--- src/rtl/fb_pkg.sv ---
// Shared definitions for the framebuffer fetch stage.
//  - RGB565 field positions inside one 16-bit pixel
//  - default scan geometry (row/column address widths)
//  - framebuffer RAM word layout (top-half pixel in the upper 16 bits)
//  - bank swap FSM state encoding
//  - channel expansion and bitplane select helpers
package fb_pkg;

    localparam int ROW_BITS_DEF = 4;
    localparam int COL_BITS_DEF = 6;
    localparam int MASK_W       = 6;

    localparam int PIX_W        = 16;
    localparam int RAM_W        = 32;
    localparam int TOP_PIX_LSB  = 16;
    localparam int BOT_PIX_LSB  = 0;

    localparam int R_MSB = 15;
    localparam int R_LSB = 11;
    localparam int G_MSB = 10;
    localparam int G_LSB = 5;
    localparam int B_MSB = 4;
    localparam int B_LSB = 0;

    typedef enum logic [1:0] {
        SWAP_IDLE    = 2'd0,
        SWAP_PENDING = 2'd1,
        SWAP_HELD    = 2'd2
    } swap_state_t;

    // 5-bit channel to 6 bits: replicate the MSB into the new LSB so that
    // full scale stays full scale.
    function automatic logic [5:0] expand5(input logic [4:0] c5);
        return {c5, c5[4]};
    endfunction

    // Bit of a 6-bit channel selected by the bitplane mask. A zero mask
    // blanks; a non-one-hot mask ORs the selected bits together.
    function automatic logic plane_bit(input logic [5:0] c6, input logic [MASK_W-1:0] mask);
        return |(c6 & mask);
    endfunction

endpackage

--- src/rtl/rgb565_bitplane.sv ---
// Combinational RGB565 -> 3-bit bitplane select for a single pixel.
// Ports:
//  pixel  in   16  RGB565 pixel (R[15:11], G[10:5], B[4:0])
//  mask   in   6   one-hot bitplane select, 0 = blank
//  rgb    out  3   {R,G,B} plane bits
module rgb565_bitplane
    import fb_pkg::*;
(
    input  logic [PIX_W-1:0]  pixel,
    input  logic [MASK_W-1:0] mask,
    output logic [2:0]        rgb
);

    logic [5:0] r6;
    logic [5:0] g6;
    logic [5:0] b6;

    assign r6 = expand5(pixel[R_MSB:R_LSB]);
    assign g6 = pixel[G_MSB:G_LSB];
    assign b6 = expand5(pixel[B_MSB:B_LSB]);

    assign rgb = {plane_bit(r6, mask), plane_bit(g6, mask), plane_bit(b6, mask)};

endmodule

--- src/rtl/framebuffer_fetch.sv ---
// Pixel data stage downstream of the matrix scan timing generator.
// Issues framebuffer reads for each column load, turns the returned RGB565
// pixel pair into HUB75 colour bits for the current brightness bitplane,
// and owns the front/back bank swap, which only happens at frame boundaries.
// Ports:
//  clk_in          in   1   clock shared with scan timing
//  reset_n         in   1   asynchronous active-low reset
//  column_address  in   6   column being loaded
//  row_address     in   4   row being loaded
//  brightness_mask in   6   one-hot bitplane select, 0 = blank
//  pixel_load_en   in   1   column load cycle
//  row_latch       in   1   row latch pulse
//  ram_rd_en       out  1   framebuffer read strobe
//  ram_addr        out  11  {active_bank, row_address, column_address}
//  ram_data        in   32  {top pixel, bottom pixel}, valid 1 cycle after read
//  rgb_top         out  3   {R,G,B} for upper half
//  rgb_bot         out  3   {R,G,B} for lower half
//  swap_req        in   1   writer has a complete back buffer (level)
//  swap_ack        out  1   one-cycle pulse when banks swap
//  active_bank     out  1   bank currently displayed
module framebuffer_fetch
    import fb_pkg::*;
#(
    parameter int OUT_DELAY = 0,
    parameter int ROW_BITS  = ROW_BITS_DEF,
    parameter int COL_BITS  = COL_BITS_DEF
) (
    input  logic                       clk_in,
    input  logic                       reset_n,
    input  logic [COL_BITS-1:0]        column_address,
    input  logic [ROW_BITS-1:0]        row_address,
    input  logic [MASK_W-1:0]          brightness_mask,
    input  logic                       pixel_load_en,
    input  logic                       row_latch,
    output logic                       ram_rd_en,
    output logic [ROW_BITS+COL_BITS:0] ram_addr,
    input  logic [RAM_W-1:0]           ram_data,
    output logic [2:0]                 rgb_top,
    output logic [2:0]                 rgb_bot,
    input  logic                       swap_req,
    output logic                       swap_ack,
    output logic                       active_bank
);

    logic              vld_p0;
    logic [MASK_W-1:0] mask_p0;
    logic [2:0]        top_plane;
    logic [2:0]        bot_plane;
    logic [2:0]        top_p1;
    logic [2:0]        bot_p1;

    logic              row_latch_q;
    logic              frame_boundary;

    swap_state_t       state;
    swap_state_t       state_nxt;
    logic              do_swap;

    // ---- stage p0: read issue; mask travels with the request ----
    assign ram_rd_en = pixel_load_en;
    assign ram_addr  = {active_bank, row_address, column_address};

    always_ff @(posedge clk_in or negedge reset_n) begin
        if (!reset_n) begin
            vld_p0  <= 1'b0;
            mask_p0 <= '0;
        end else begin
            vld_p0  <= pixel_load_en;
            mask_p0 <= brightness_mask;
        end
    end

    // ---- stage p1: RAM data arrives, bitplane select, output register ----
    rgb565_bitplane u_top_plane (
        .pixel (ram_data[TOP_PIX_LSB +: PIX_W]),
        .mask  (mask_p0),
        .rgb   (top_plane)
    );

    rgb565_bitplane u_bot_plane (
        .pixel (ram_data[BOT_PIX_LSB +: PIX_W]),
        .mask  (mask_p0),
        .rgb   (bot_plane)
    );

    always_ff @(posedge clk_in or negedge reset_n) begin
        if (!reset_n) begin
            top_p1 <= '0;
            bot_p1 <= '0;
        end else if (vld_p0) begin
            top_p1 <= top_plane;
            bot_p1 <= bot_plane;
        end
    end

    // ---- stage p2: optional IO alignment delay ----
    // A plain shift of a held value is itself held, so these stages need
    // no valid qualification.
    if (OUT_DELAY == 0) begin : g_no_delay
        assign rgb_top = top_p1;
        assign rgb_bot = bot_p1;
    end else begin : g_delay
        logic [2:0] top_p2 [OUT_DELAY];
        logic [2:0] bot_p2 [OUT_DELAY];

        always_ff @(posedge clk_in or negedge reset_n) begin
            if (!reset_n) begin
                for (int i = 0; i < OUT_DELAY; i++) begin
                    top_p2[i] <= '0;
                    bot_p2[i] <= '0;
                end
            end else begin
                top_p2[0] <= top_p1;
                bot_p2[0] <= bot_p1;
                for (int i = 1; i < OUT_DELAY; i++) begin
                    top_p2[i] <= top_p2[i-1];
                    bot_p2[i] <= bot_p2[i-1];
                end
            end
        end

        assign rgb_top = top_p2[OUT_DELAY-1];
        assign rgb_bot = bot_p2[OUT_DELAY-1];
    end

    // ---- bank swap control ----
    // The frame ends when the last row of the lowest bitplane is latched.
    // The row latch follows the load burst, so a swap here never splits a row.
    always_ff @(posedge clk_in or negedge reset_n) begin
        if (!reset_n) begin
            row_latch_q <= 1'b0;
        end else begin
            row_latch_q <= row_latch;
        end
    end

    assign frame_boundary = row_latch && !row_latch_q &&
                            (row_address == {ROW_BITS{1'b1}}) &&
                            (brightness_mask == MASK_W'(1));

    // A request first seen in a boundary cycle only reaches PENDING there,
    // so it waits for the following boundary.
    always_comb begin
        state_nxt = state;
        do_swap   = 1'b0;
        case (state)
            SWAP_IDLE: begin
                if (swap_req) begin
                    state_nxt = SWAP_PENDING;
                end
            end
            SWAP_PENDING: begin
                if (!swap_req) begin
                    state_nxt = SWAP_IDLE;
                end else if (frame_boundary) begin
                    do_swap   = 1'b1;
                    state_nxt = SWAP_HELD;
                end
            end
            SWAP_HELD: begin
                if (!swap_req) begin
                    state_nxt = SWAP_IDLE;
                end
            end
            default: begin
                state_nxt = SWAP_IDLE;
            end
        endcase
    end

    always_ff @(posedge clk_in or negedge reset_n) begin
        if (!reset_n) begin
            state       <= SWAP_IDLE;
            swap_ack    <= 1'b0;
            active_bank <= 1'b0;
        end else begin
            state    <= state_nxt;
            swap_ack <= do_swap;
            if (do_swap) begin
                active_bank <= ~active_bank;
            end
        end
    end

endmodule
--- config.mk ---
export PLATFORM = sky130hd
export DESIGN_NAME = framebuffer_fetch
export DESIGN_NICKNAME = d
export VERILOG_FILES = /design/src/rtl/fb_pkg.sv /design/src/rtl/rgb565_bitplane.sv /design/src/rtl/framebuffer_fetch.sv
export SDC_FILE = /design/constraint.sdc
export NUM_CORES = 1
export LEC_CHECK = 0
export CORE_MARGIN = 1
export CORE_UTILIZATION = 32
export CTS_CLUSTER_SIZE = 16
export DETAILED_ROUTE_END_ITERATION = 8
export PLACE_DENSITY = 0.8
export SYNTH_ARGS = -nofsm -noshare
export SYNTH_HDL_FRONTEND = slang
export SYNTH_HIERARCHICAL = 1
export SYNTH_SLANG_ARGS = --single-unit
--- constraint.sdc ---
create_clock -name clk_in -period 1.85 [get_ports clk_in]
set_input_delay 0.555 -clock clk_in [delete_from_list [all_inputs] [get_ports clk_in]]
set_output_delay 0.555 -clock clk_in [all_outputs]
set_load 0.05 [all_outputs]
### Word level (Yosys, flattened, before mapping)

Cells that the tools add are included.

* add/sub/neg operators: 0
* multiply operators: 0
* divide/modulo/power cells: 0
* $lt $le $gt $ge: 0
* eq/ne operators: 7
* shifts and indexed selects: 0
* multiplexer cells: 8
* bitwise logic cells: 7
* reduce and logical (&&, ||, !) cells: 12

Operator list (count)
* $and A6 B6 Y6: 6
* $reduce_or A6 Y1: 6
* $mux W2: 4
* $eq A6 B1 Y1 const B: 1
* $pmux W2 S3: 1
* $eq A4 B4 Y1 const B: 1
* $ne A2 B2 Y1 const B: 2
* $logic_and A1 B1 Y1: 3
* $mux W1: 3
* $ne A3 B3 Y1 const B: 1
* $reduce_and A3 Y1: 1
* $eq A2 B1 Y1 const B: 1
* $eq A2 B2 Y1 const B: 1
* $logic_not A2 Y1: 1
* $logic_not A1 Y1: 1
* $not A1 Y1: 1

* register bits: 18
* latch bits: 0
* memory bits (writable): 0
* memory bits (read-only): 0
* input port bits: 53
* output and inout port bits: 20
* logic and storage cells: 42
* memories kept: 0

### Longest topological paths before layout

* depth after elaboration: 7
* gate-level depth with buffers: 3

### Cells and area by module

Netlist, hierarchy kept.

By module, submodules not included
* framebuffer_fetch: instances 1, cells each 50, area each 720.7 µm²
* rgb565_bitplane: instances 2, cells each 12, area each 77.6 µm²

### Worst setup path before layout

OpenSTA, ideal clock, no wires.

* kind: input to register
* start: in brightness_mask[4]
* end: reg state[0]
* arrival time: 1.453 ns
* slack: 0.276 ns
* stages on the path: 3
* cells stage by stage: nand4bb_1 > or4b_4 > nor2b_1

* longest elaborated chain between the ends: 4

RTL lines
* from (decl): line framebuffer_fetch.sv:32 `input logic [MASK_W-1:0] brightness_mask,`
* $eq A6 B1 Y1: line framebuffer_fetch.sv:139 `(brightness_mask == MASK_W'(1));`
* $logic_and A1 B1 Y1: line framebuffer_fetch.sv:138 `(row_address == {ROW_BITS{1'b1}}) &&`
* $ne A3 B3 Y1 (no line)
* $reduce_and A3 Y1 (no line)
* to (signal assigned): line framebuffer_fetch.sv:177 `state <= state_nxt;`
* to (decl): line framebuffer_fetch.sv:55 `swap_state_t state;`

Every way passes these cells.
A chain may end at the register's enable or synchronous reset.

### Worst setup path in the final report

* start: in row_address[3]
* end: out ram_addr[9]

RTL lines
* from (decl): line framebuffer_fetch.sv:31 `input logic [ROW_BITS-1:0] row_address,`
* to (decl): line framebuffer_fetch.sv:36 `output logic [ROW_BITS+COL_BITS:0] ram_addr,`

No word-level cell between the ends.

==> reports/metrics.yaml <==
synth_simple_gate_area_share_pct: 13.9
cts.sinks: 18
synthAdderAreaFrac_pct: 0
postSynthRegisterBits: 18
p_leak_nw: 0.686
hold_slack_ps: 522
run_status: "completed"
grt_start_max_net_pins: 19
globalRouteTotalUtil_pct: 17.5
final_cell_count_without_fillers: 167
layout.nets: 191
io_pins: 73
hold_path_depth: 1
timing.critical_path.fanout_max: 2
worstMarginPinSlew_ps: 254
clock_tree.buffer_depth: 2
hold_path_class: "reg2reg"
dp_worst_setup_slack_ps: -190
drt_first_iter_violations: 16
setup_repair_after_global_routing_missed_its_margin: "false"
netlist-cell-type-count: 18
post_route_cells_drive_above_1_share_pct: 28.5
ys_seq_area_share_pct: 51.4
worstSkewPairLatency_ps: 280
post-layout-total-power_uw: 969
vias: 852
floorplan.die.height_um: 54.3
cts_root_buffer: "clkbuf_4"
setup-tns-final_ps: 0
grt_antenna_before_repair: 0
yosysWarnings: 6
routed_wire_length_per_instance_um: 14.3
placement_rows: 18
detail_route.drc_violations: 0
postSynthNetCount: 127
path_clk_slew_ps: 90
placed_cells_incl_taps: 163
synth-xor-area-share_pct: 1.00
post-route-period-util_pct: 98.8
totalWireLength_um: 2390
initial_core_util_pct: 34.7
syn-instance-count: 74
pins_over_their_slew_limit: 0
power.density_mw_per_mm2: 603
synth_mux_area_share_pct: 7.71
worst_clock_skew_ps: 0.680
first_global_vias: 863
finalHoldViolCount: 0
final_weighted_congestion_in_routability_driven_placement: 0.732
globalRouteOverflowTotal: 0
cts_repair_resize_count: 0
io_buffers: 60
cp_data_required_time_ps: 1290
numCtsBuffers: 3
fin_crit_ps: 1830
reg2regPathDepth: 3
filler_cell_count: 203
die_area_mm2: 0.00295
crit_arrival_ps: 1270
crit_path_start_kind: "input port"
vdd.ir_drop.worst_uv: 400
dp.final_hpwl_um: 2010
setup_viol: 0
postCtsSetupBuffers: 0
combinational_family_with_the_most_area_after_synthesis: "compound AO/OA/AOI/OAI gates"
post_cts_hold_buffer_count: 0
critical_path_class: "in2out"
netlist_area_um2: 876
post-route-worst-setup-slack_ps: 22.5
max_freq_ghz: 0.547
antenna_left: 0
endpoint_kind_of_the_worst_setup_timing_path: "primary output"
max_slew_headroom_at_the_worst_pin_pct: 83.1
grt_pass1_wl_um: 3510
cts_tree: "yes"
post_drt_via_cell_ratio: 5.10
drtPass1Iterations: 4
area_delta_synth_final_pct: 83.4
timing.max_cap.violations: 0
antenna_cells: 0
dieWidth_um: 54.3
cts_max_level: 1
synth_area_per_cell_um2: 11.8
design.core.area_mm2: 0.00252
post_synthesis_compound_gate_area_fraction_pct: 15.3
## where the power goes
| part | leakage, nW | total, mW | switching, mW | internal, mW |
|---|---|---|---|---|
| Sequential | 0.207 | 0.439 | 0.0219 | 0.417 |
| Clock | 0.0210 | 0.232 | 0.112 | 0.120 |
| Combinational | 0.458 | 0.298 | 0.130 | 0.168 |
## routing by layer
layer | global-route usage (%) | part of all wire [%] | vias up
met4 | 7.69 | 1.5 | 0
met5 | 0 | 0 | -
met3 | 4.17 | 11 | 6
met2 | 35.4 | 52 | 48
met1 | 15.9 | 35 | 403
li1 | - | - | 395
## stage by stage
stage          instance area (um2)  utilization (%)
6_report                      1610             63.7
5_1_grt                       1610             63.7
4_1_cts                       1600             63.4
3_5_place_dp                  1560             62.0
3_3_place_gp                  1560             62.0
2_1_floorplan                  876                -
## final timing paths
check / slack (ps) / endpoint / startpoint
max: 20 / ram_addr[9] / row_address[3]
min: 520 / rgb_bot[2]$_DFFE_PN0P_ / rgb_bot[2]$_DFFE_PN0P_
max reg2reg: 500 / state[0]$_DFFE_PN0P_ / row_latch_q$_DFF_PN0_
min reg2reg: 520 / rgb_bot[2]$_DFFE_PN0P_ / rgb_bot[2]$_DFFE_PN0P_
max in group asynchronous: 1080 / rgb_bot[2]$_DFFE_PN0P_ / reset_n
min in group asynchronous: 590 / swap_ack$_DFF_PN0_ / reset_n
## logic make-up after synthesis
kind of cell | Yosys count
buffers and inverters | 13
muxes | 6
DFF | 18
and+or+nand+nor | 17
AOI/OAI and AO/OA | 19
xor gates and xnor gates | 1
## cells in the final DEF, fill, tap and decap left out
master            n
dlymetal6s2s_1    3
xor2_1            1
or4b_1            1
nor2b_1           1
buf_12            7
nand2b_1          1
o21ai_2           1
nor2_1            2
nand3_1           6
buf_4            19
or4b_4            1
clkdlybuf4s50_1  43
nand4bb_1         1
nor4_2            1
a22oi_1          14
dfrtp_1          18
clkbuf_4          3
clkbuf_8          1
mux2_2            6
nand4b_1          1
nand3b_1          2
o21ai_0           4
## critical path, stage by stage
cell and delay, ps:
clkdlybuf4s50_1 470, buf_4 120, buf_12 120
## flip-flops by register name, summed over array words and instances, names as in the netlist
signal and flops:
mask_p0 6, state 2, rgb_top 3, active_bank 1, swap_ack 1, row_latch_q 1, vld_p0 1, rgb_bot 3
## cell usage after synthesis
master / n / area share [%]
o21ai_0: 4 / 2.3
nand4b_1: 1 / 1.0
or4b_4: 1 / 1.6
clkbuf_1: 1 / 0.43
or4b_1: 1 / 1.1
a22oi_1: 14 / 12
nand2b_1: 1 / 0.71
nor2_1: 2 / 0.86
nor4_2: 1 / 1.4
xor2_1: 1 / 1.0
nand3b_1: 2 / 1.7
buf_4: 12 / 10
mux2_2: 6 / 7.7
dfrtp_1: 18 / 51
nor2b_1: 1 / 0.71
nand3_1: 6 / 3.4
nand4bb_1: 1 / 1.3
o21ai_2: 1 / 1.0
## area by class of cell
| class | count | area, um2 | share of cell area [%] |
|---|---|---|---|
| multi-input cells | 43 | 332 | 20.6 |
| flip-flops and latches | 18 | 450 | 28.0 |
| repair buffers | 72 | 751 | 46.7 |
| clock buffers | 4 | 36.3 | 2.26 |
| well taps | 30 | 37.5 | 2.34 |
No activity file was read; power rests on OpenSTA's default activity.
==> RTL edit, RTL diff (same flow settings) <==
Set the package constant `MASK_W` to 8 (it was 6).
--- a/src/rtl/fb_pkg.sv
+++ b/src/rtl/fb_pkg.sv
@@ -8,7 +8,7 @@
 
     localparam int ROW_BITS_DEF = 4;
     localparam int COL_BITS_DEF = 6;
-    localparam int MASK_W       = 6;
+    localparam int MASK_W       = 8;
 
     localparam int PIX_W        = 16;
     localparam int RAM_W        = 32;
Interface: changed (resized brightness_mask); port bits go from 73 to 75. No check against the original RTL was run, so the function may have changed too.
==> RTL edit against the original RTL <==
Design area decreased by 7.1%; worst setup slack improved by 21 ps; clock power about the same; global-route usage decreased by 0.39 points; sequential cell count unchanged; synthesized area decreased by 2.1%; total power decreased by 1.5%; synthesized cell count decreased by 2.7%; wire length decreased by 3.0%; critical path type unchanged.
==> RTL edit: results (changes against the original RTL) <==
| Metric | Value |
|---|---|
| Crit path max-delay cell type | `clkdlybuf4s50_1` |
| Post-Synthesis Cells | `72 (-2.7%)` |
| Switching Fraction | `27.2% (-0.040 points)` |
| Worst path max stage delay | `540 ps (+70 ps)` |
| Skew final | `0.929 ps (+0.249 ps)` |
| Syn_nets | `127 (unchanged)` |
| Reg with most FFs | `mask_p0` |
| Worst Path Arrival | `1250 ps (-20 ps)` |
| First-pass GRT wire length | `3420 µm (-2.6%)` |
| Initial antenna violation count | `0 (unchanged)` |
| Ys Warns | `6 (unchanged)` |
| DRT Pass-1 Iters | `4 (unchanged)` |
| Drt initial violations | `8 (-8)` |
| CP top delay family | `buffers and inverters` |
| Number of global-route vias before repair | `798 (-7.5%)` |
| Fill cells | `210 (+3.4%)` |
| Total wire length | `2320 µm (-3.0%)` |
| Worst skew pair latency | `280 ps (about the same)` |
| Post-CTS sizing | `0 (unchanged)` |
| Tot GR Track Use | `17.1% (-0.39 points)` |
| Number of post-CTS setup repair buffers | `0 (unchanged)` |
| GP Congestion | `0.725 (-0.89%)` |
| CTS H-Tree Depth | `1 (unchanged)` |
| Layout cells sized above 1 | `21.4% (-7.0 points)` |
| Worst IR Drop VDD | `0.000429 V (+7.3%)` |
| Post-DP HPWL | `1950 µm (-3.2%)` |
| Final nets | `182 (-4.7%)` |
| Gr ovfl total | `0 (unchanged)` |
| Largest net degree at the start of global routing | `19 (unchanged)` |
| Antenna diode count | `0 (unchanged)` |
| Worst Tran Pin Value | `232 ps (-21.4 ps)` |
| Total CTS buffers | `3 (unchanged)` |
| Via count | `784 (-8.0%)` |
| Placed Cells | `152 (-6.7%)` |
| Worst-path clk slew | `100 ps` |
| CTS max path bufs | `2 (unchanged)` |
| Max reg flops | `6 (unchanged)` |
| Pleak | `0.613 nW (-11%)` |
| CP max FO | `2 (unchanged)` |
| Root Buffer Master | `clkbuf_4` |
| Final cell count without fillers | `156 (-6.6%)` |
| Status | `finished clean` |
| IO Port Bufs | `62 (+3.3%)` |
| Hold Path Class | `flop to flop` |
-- RTL edit: cell type report --
cell class	count	area share (%)
clock buffer	4	2.43
tap	30	2.51
sequential	18	30.2
multi-input combinational	41	21.0
timing repair buffer	63	43.9
-- RTL edit: metal layers --
layer	GRT usage [%]	share of wire (%)	vias up
met5	0	0	-
met4	7.46	1.1	0
met3	6.21	13	4
met2	30.2	49	52
met1	17.9	37	357
li1	-	-	371
-- RTL edit: path summary, 6_finish.rpt --
| kind | from | end | slack [ps] | depth (start not counted) |
|---|---|---|---|---|
| setup reg to reg | mask_p0[1] | rgb_top[0] | 690 | 3 |
| hold reg to reg | active_bank | active_bank | 520 | 1 |
| hold / removal | active_bank | active_bank | 520 | 1 |
| setup / recovery | pixel_load_en | ram_rd_en | 40 | 2 |
| min in group asynchronous | reset_n | swap_ack | 590 | 2 |
| max in group asynchronous | reset_n | mask_p0[3] | 1080 | 2 |
-- RTL edit: power groups by stage --
stage | registers, mW | clock network, mW | logic, mW
floorplan | 0.490 | 0 | 0.107
global placement | 0.447 | 0 | 0.280
detailed placement | 0.448 | 0 | 0.284
CTS | 0.440 | 0.241 | 0.285
global route | 0.444 | 0.261 | 0.298
finish | 0.440 | 0.232 | 0.283
-- RTL edit: through the flow --
step	instance area [µm²]	hold slack (ps)	setup WS [ps]	TNS (ps)
after floorplan	857	259	376	0
after global placement	1460	495	13.2	0
after detailed placement	1460	506	-40.5	-40.5
after CTS	1490	530	41.7	0
after global routing	1490	553	25.5	0
final	1490	520	44.0	0
